$ cat config.mk
export PLATFORM = sky130hd
export DESIGN_NAME = serial_addsub_ctrl
export DESIGN_NICKNAME = d
export VERILOG_FILES = /design/src/rtl/addsub_pkg.sv /design/src/rtl/serial_addsub_ctrl_fulladder.sv /design/src/rtl/serial_addsub_ctrl.sv
export SDC_FILE = /design/constraint.sdc
export NUM_CORES = 1
export LEC_CHECK = 0
export BUFFER_PORTS_ARGS = -buffer_cell sky130_fd_sc_hd__buf_4
export CAP_MARGIN = 25
export CORE_ASPECT_RATIO = 1.25
export CORE_UTILIZATION = 48
export CTS_CLUSTER_DIAMETER = 60
export DETAILED_ROUTE_END_ITERATION = 10
export PLACE_DENSITY = 0.74
export SLEW_MARGIN = 0
export SYNTH_ARGS = -nofsm -noshare
export SYNTH_HDL_FRONTEND = slang
export SYNTH_SLANG_ARGS = --single-unit
$ cat constraint.sdc
create_clock -name clk -period 1.3 [get_ports clk]
set_input_delay 0.13 -clock clk [delete_from_list [all_inputs] [get_ports clk]]
set_output_delay 0.13 -clock clk [all_outputs]
set_load 0.05 [all_outputs]
$ cat src/rtl/addsub_pkg.sv
// Shared types and defaults for the bit-serial adder/subtractor controller.
package addsub_pkg;

  localparam int ADDSUB_DEFAULT_WIDTH = 8;

  typedef enum logic [1:0] {
    IDLE = 2'd0,
    RUN  = 2'd1,
    DONE = 2'd2
  } addsub_state_t;

endpackage

$ cat src/rtl/serial_addsub_ctrl_fulladder.sv
// One-bit full adder cell, reused every cycle by the serial controller.
module fulladder (
  input  logic A,
  input  logic B,
  input  logic Cin,
  output logic Sum,
  output logic Cout
);

  assign Sum  = A ^ B ^ Cin;
  assign Cout = (A & B) | (Cin & (A ^ B));

endmodule

$ cat src/rtl/serial_addsub_ctrl.sv
// Bit-serial add/subtract controller: streams operands LSB-first through one
// full adder, with a start/busy/done handshake around the sequence.
module serial_addsub_ctrl
  import addsub_pkg::*;
#(
  parameter int WIDTH = ADDSUB_DEFAULT_WIDTH
) (
  input  logic             clk,
  input  logic             reset,
  input  logic             start,
  input  logic             sub,
  input  logic [WIDTH-1:0] a,
  input  logic [WIDTH-1:0] b,
  output logic             busy,
  output logic             done,
  output logic [WIDTH-1:0] result,
  output logic             cout,
  output logic             overflow
);

  localparam int CW = $clog2(WIDTH);
  localparam logic [CW-1:0] CNT_LAST   = CW'(WIDTH - 1);
  localparam logic [CW-1:0] CNT_MSB_IN = CW'(WIDTH - 2);

  addsub_state_t state, next_state;

  logic [WIDTH-1:0] sa;
  logic [WIDTH-1:0] sb;
  logic [CW-1:0]    cnt;
  logic             c;
  logic             cm;
  logic             fa_sum;
  logic             fa_cout;
  logic             accept;

  fulladder u_fa (
    .A   (sa[0]),
    .B   (sb[0]),
    .Cin (c),
    .Sum (fa_sum),
    .Cout(fa_cout)
  );

  // A new operation is only taken when no bits are in flight.
  assign accept = start && (state != RUN);

  always_ff @(posedge clk) begin
    if (reset) begin
      state <= IDLE;
    end else begin
      state <= next_state;
    end
  end

  always_comb begin
    next_state = state;
    case (state)
      IDLE:    if (start) next_state = RUN;
      RUN:     if (cnt == CNT_LAST) next_state = DONE;
      DONE:    next_state = start ? RUN : IDLE;
      default: next_state = IDLE;
    endcase
  end

  always_comb begin
    busy = (state == RUN);
    done = (state == DONE);
  end

  // Subtraction is A + ~B + 1: invert B at load time and seed the carry with sub.
  always_ff @(posedge clk) begin
    if (reset) begin
      sa       <= '0;
      sb       <= '0;
      cnt      <= '0;
      c        <= 1'b0;
      cm       <= 1'b0;
      result   <= '0;
      cout     <= 1'b0;
      overflow <= 1'b0;
    end else if (accept) begin
      sa       <= a;
      sb       <= b ^ {WIDTH{sub}};
      c        <= sub;
      cm       <= 1'b0;
      cnt      <= '0;
      result   <= '0;
      cout     <= 1'b0;
      overflow <= 1'b0;
    end else if (state == RUN) begin
      sa     <= {1'b0, sa[WIDTH-1:1]};
      sb     <= {1'b0, sb[WIDTH-1:1]};
      result <= {fa_sum, result[WIDTH-1:1]};
      c      <= fa_cout;
      if (cnt == CNT_MSB_IN) begin
        cm <= fa_cout;
      end
      if (cnt == CNT_LAST) begin
        cout     <= fa_cout;
        overflow <= cm ^ fa_cout;
      end else begin
        cnt <= cnt + 1'b1;
      end
    end
  end

endmodule

==> flow_summary.json <==
{
  "wl_per_cell_um": 13.6,
  "power_density_nw_per_um2": 1040,
  "holdCritStartpoint": "a[7]",
  "worst_setup_path_end_kind": "register",
  "internal_power_mw": 1.47,
  "path_clk_slew_ns": 0.10,
  "slew_headroom_pct": 77.6,
  "layout.cells.non_filler": 245,
  "grt_max_degree": 28,
  "synthCells": 166,
  "grt_setup_unrepaired": "yes",
  "start_util_pct": 51.4,
  "regArea_sq_um": 663,
  "place_congestion": 0.774,
  "min_period_over_period_pct": 100,
  "htreeDepth": 2,
  "drc_errors": 0,
  "placed_area_sq_um": 1800,
  "io_buffer_count": 31,
  "min-delay-path-class": "in -> reg",
  "synth_commonest_cells": "dfxtp_1, nand2_1, nor2_1, a21oi_1",
  "hold_ws_ns": 0.0756,
  "num_antenna_cells": 0,
  "yosysUniqueCellTypes": 29,
  "synth_nets": 190,
  "path_max_fanout": 5,
  "critPathRequiredTime_ns": 1.58,
  "fill_cells": 259,
  "synth_top_area_share_pct": 42.9,
  "drive_gt1_share_pct": 36.4,
  "setup_violations": 1,
  "switching_share_pct": 28.6,
  "io_pins": 32,
  "holdPathStages": 3,
  "area_delta_synth_final_pct": 27.8,
  "num_rows": 22,
  "worst_slew_pin_slew_ns": 0.336,
  "violations": "setup timing",
  "cap_violations": 0,
  "outcome": "finished with violations",
  "viasPerCell": 5.22,
  "antenna_found_initial": 0,
  "dieArea_sq_um": 3440,
  "syn_avg_cell_area_sq_um": 9.29,
  "reg2reg_from": "cnt[1]",
  "die_y_um": 65.4,
  "reg2reg_setup_slack_ns": -0.004,
  "die_w_um": 52.7,
  "r2r_cells": 6,
  "yosysMostFrequentCell": "dfxtp_1",
  "dp.cells": 230,
  "p_total_mw": 2.05,
  "grt_pass1_vias": 1244,
  "p_leak_nw": 0.811,
  "cts_tree": "done",
  "synth-edff-count": 0,
  "arrival_ns": 1.58,
  "ys.flop_type": "dfxtp_1",
  "synth_seq_cells": 33,
  "clock-root-buffer": "clkbuf_4",
  "tns_ns": -0.00382,
  "clkPwrFrac_pct": 26.9,
  "fmax_mhz": 767,
  "async_flop_share_pct": 0,
  "timing.final.ws_setup_ns": -0.00382,
  "worstSetupStartpoint": "cnt[1]",
  "p_comb_share_pct": 19.4,
  "seqPwrFrac_pct": 53.7,
  "min_to": "sa[7]",
  "cp-start-kind": "register",
  "fin_crit_ns": 1.30,
  "dr.pass1.iters": 4,
  "detail_route.iter0.violations": 19,
  "hold_viol": 0,
  "drt-total-wl_um": 3330,
  "slew_viol_final": 0,
  "grt_util_all_layers_pct": 22.2,
  "yosys-top-cells-area": "dfxtp_1, nand2_1, mux2i_1",
  "dp_hpwl_um": 2150,
  "routed-via-count": 1279,
  "core_sq_um": 3000,
  "ir_worst_vdd_mv": 0.872,
  "critical_path_class": "reg -> reg",
  "multi_input_area_sq_um": 825,
  "seq_area_frac_synth_pct": 42.9,
  "synth_warnings": 0,
  "hold_buffers": 0,
  "dp_slack_ns": -0.0577,
  "fin_skew_ns": 0.00840,
  "cts_buffers": 5,
  "reg2reg_to": "state[0]",
  "grt_overflow": 0,
  "final_util_pct": 65.7,
  "postRouteAntennaNets": 0,
  "power_switching_uw": 588,
  "nNetsFinal": 232,
  "netlist_area_sq_um": 1540,
  "finalInstanceArea_sq_um": 1970,
  "synth_largest_area_cell": "dfxtp_1",
  "cts_num_sinks": 33,
  "grt_pass1_wl_um": 5460,
  "clockBufferDepth": 2,
  "worstSkewPairLatency_ns": 0.34
}
## metal layers
metal | share of wire, % | track usage (%) | vias up
met2 | 50 | 37.0 | 25
met5 | 0 | 0 | -
li1 | - | - | 650
met1 | 44 | 24.3 | 600
met3 | 4.4 | 8.56 | 4
met4 | 1.4 | 9.87 | 0
## how the worst max path moves through the flow
stage                to
6_report       state[0]
5_1_grt          cnt[1]
4_1_cts            busy
3_5_place_dp     cnt[1]
3_3_place_gp     cnt[1]
2_1_floorplan    cnt[1]
## cells by family after synthesis
family	after synthesis	synth area share, %
compound gates	40	19.6
buf+inv	15	7.14
fa+ha+maj	4	3.73
simple gates	55	15.1
mux	9	5.84
flops	33	42.9
xor+xnor	10	5.68
## power by group through the flow
stage,Clock (mW),Sequential [mW],Combinational (mW)
after floorplan,0,1.12,0.259
after global placement,0,1.12,0.343
after CTS,0.575,1.10,0.377
after global routing,0.621,1.11,0.435
final,0.552,1.10,0.399
after detailed placement,0,1.12,0.357
## state kept, by name, summed over array words and instances, names as in the netlist
| register | count |
|---|---|
| c | 1 |
| cm | 1 |
| cnt | 3 |
| cout | 1 |
| overflow | 1 |
| result | 8 |
| sa | 8 |
| sb | 8 |
| state | 2 |
## cells in the final DEF, fill, tap and decap left out, types with 5 or more instances in the layout
cell type  netlist  layout
buf_4            4      44
dfxtp_1         33      31
nand2_1         27      27
nor2_1          19      19
a21oi_1         11      11
a21oi_2          9       9
mux2i_1          9       9
xnor2_1          9       9
a211oi_1         9       8
a211o_1          7       7
clkbuf_4         0       5
## timing repair
item	in CTS	in global routing
gates cloned	1	0
gates resized for setup	13	4
setup endpoints to repair	9	6
pin swaps	3	1
setup buffers	1	5
endpoints found under the hold margin	0	0
## layout make-up
class	count	share of cell area (%)
Clock inverter	2	0.508
Sequential cell	33	33.7
Timing Repair Buffer	46	18.1
Multi-Input combinational cell	118	41.8
Tap cell	36	2.29
Timing Repair inverter	1	0.317
Inverter	3	1.21
Clock buffer	6	2.10
## critical path: stages, from the launching register on
cell     delay (ns)
dfxtp_1        0.34
ha_4           0.17
ha_4           0.16
nor3b_4        0.29
buf_4          0.17
a21oi_1        0.03
nor2_1         0.09
Note: power is estimated with default switching activity, not from simulation.
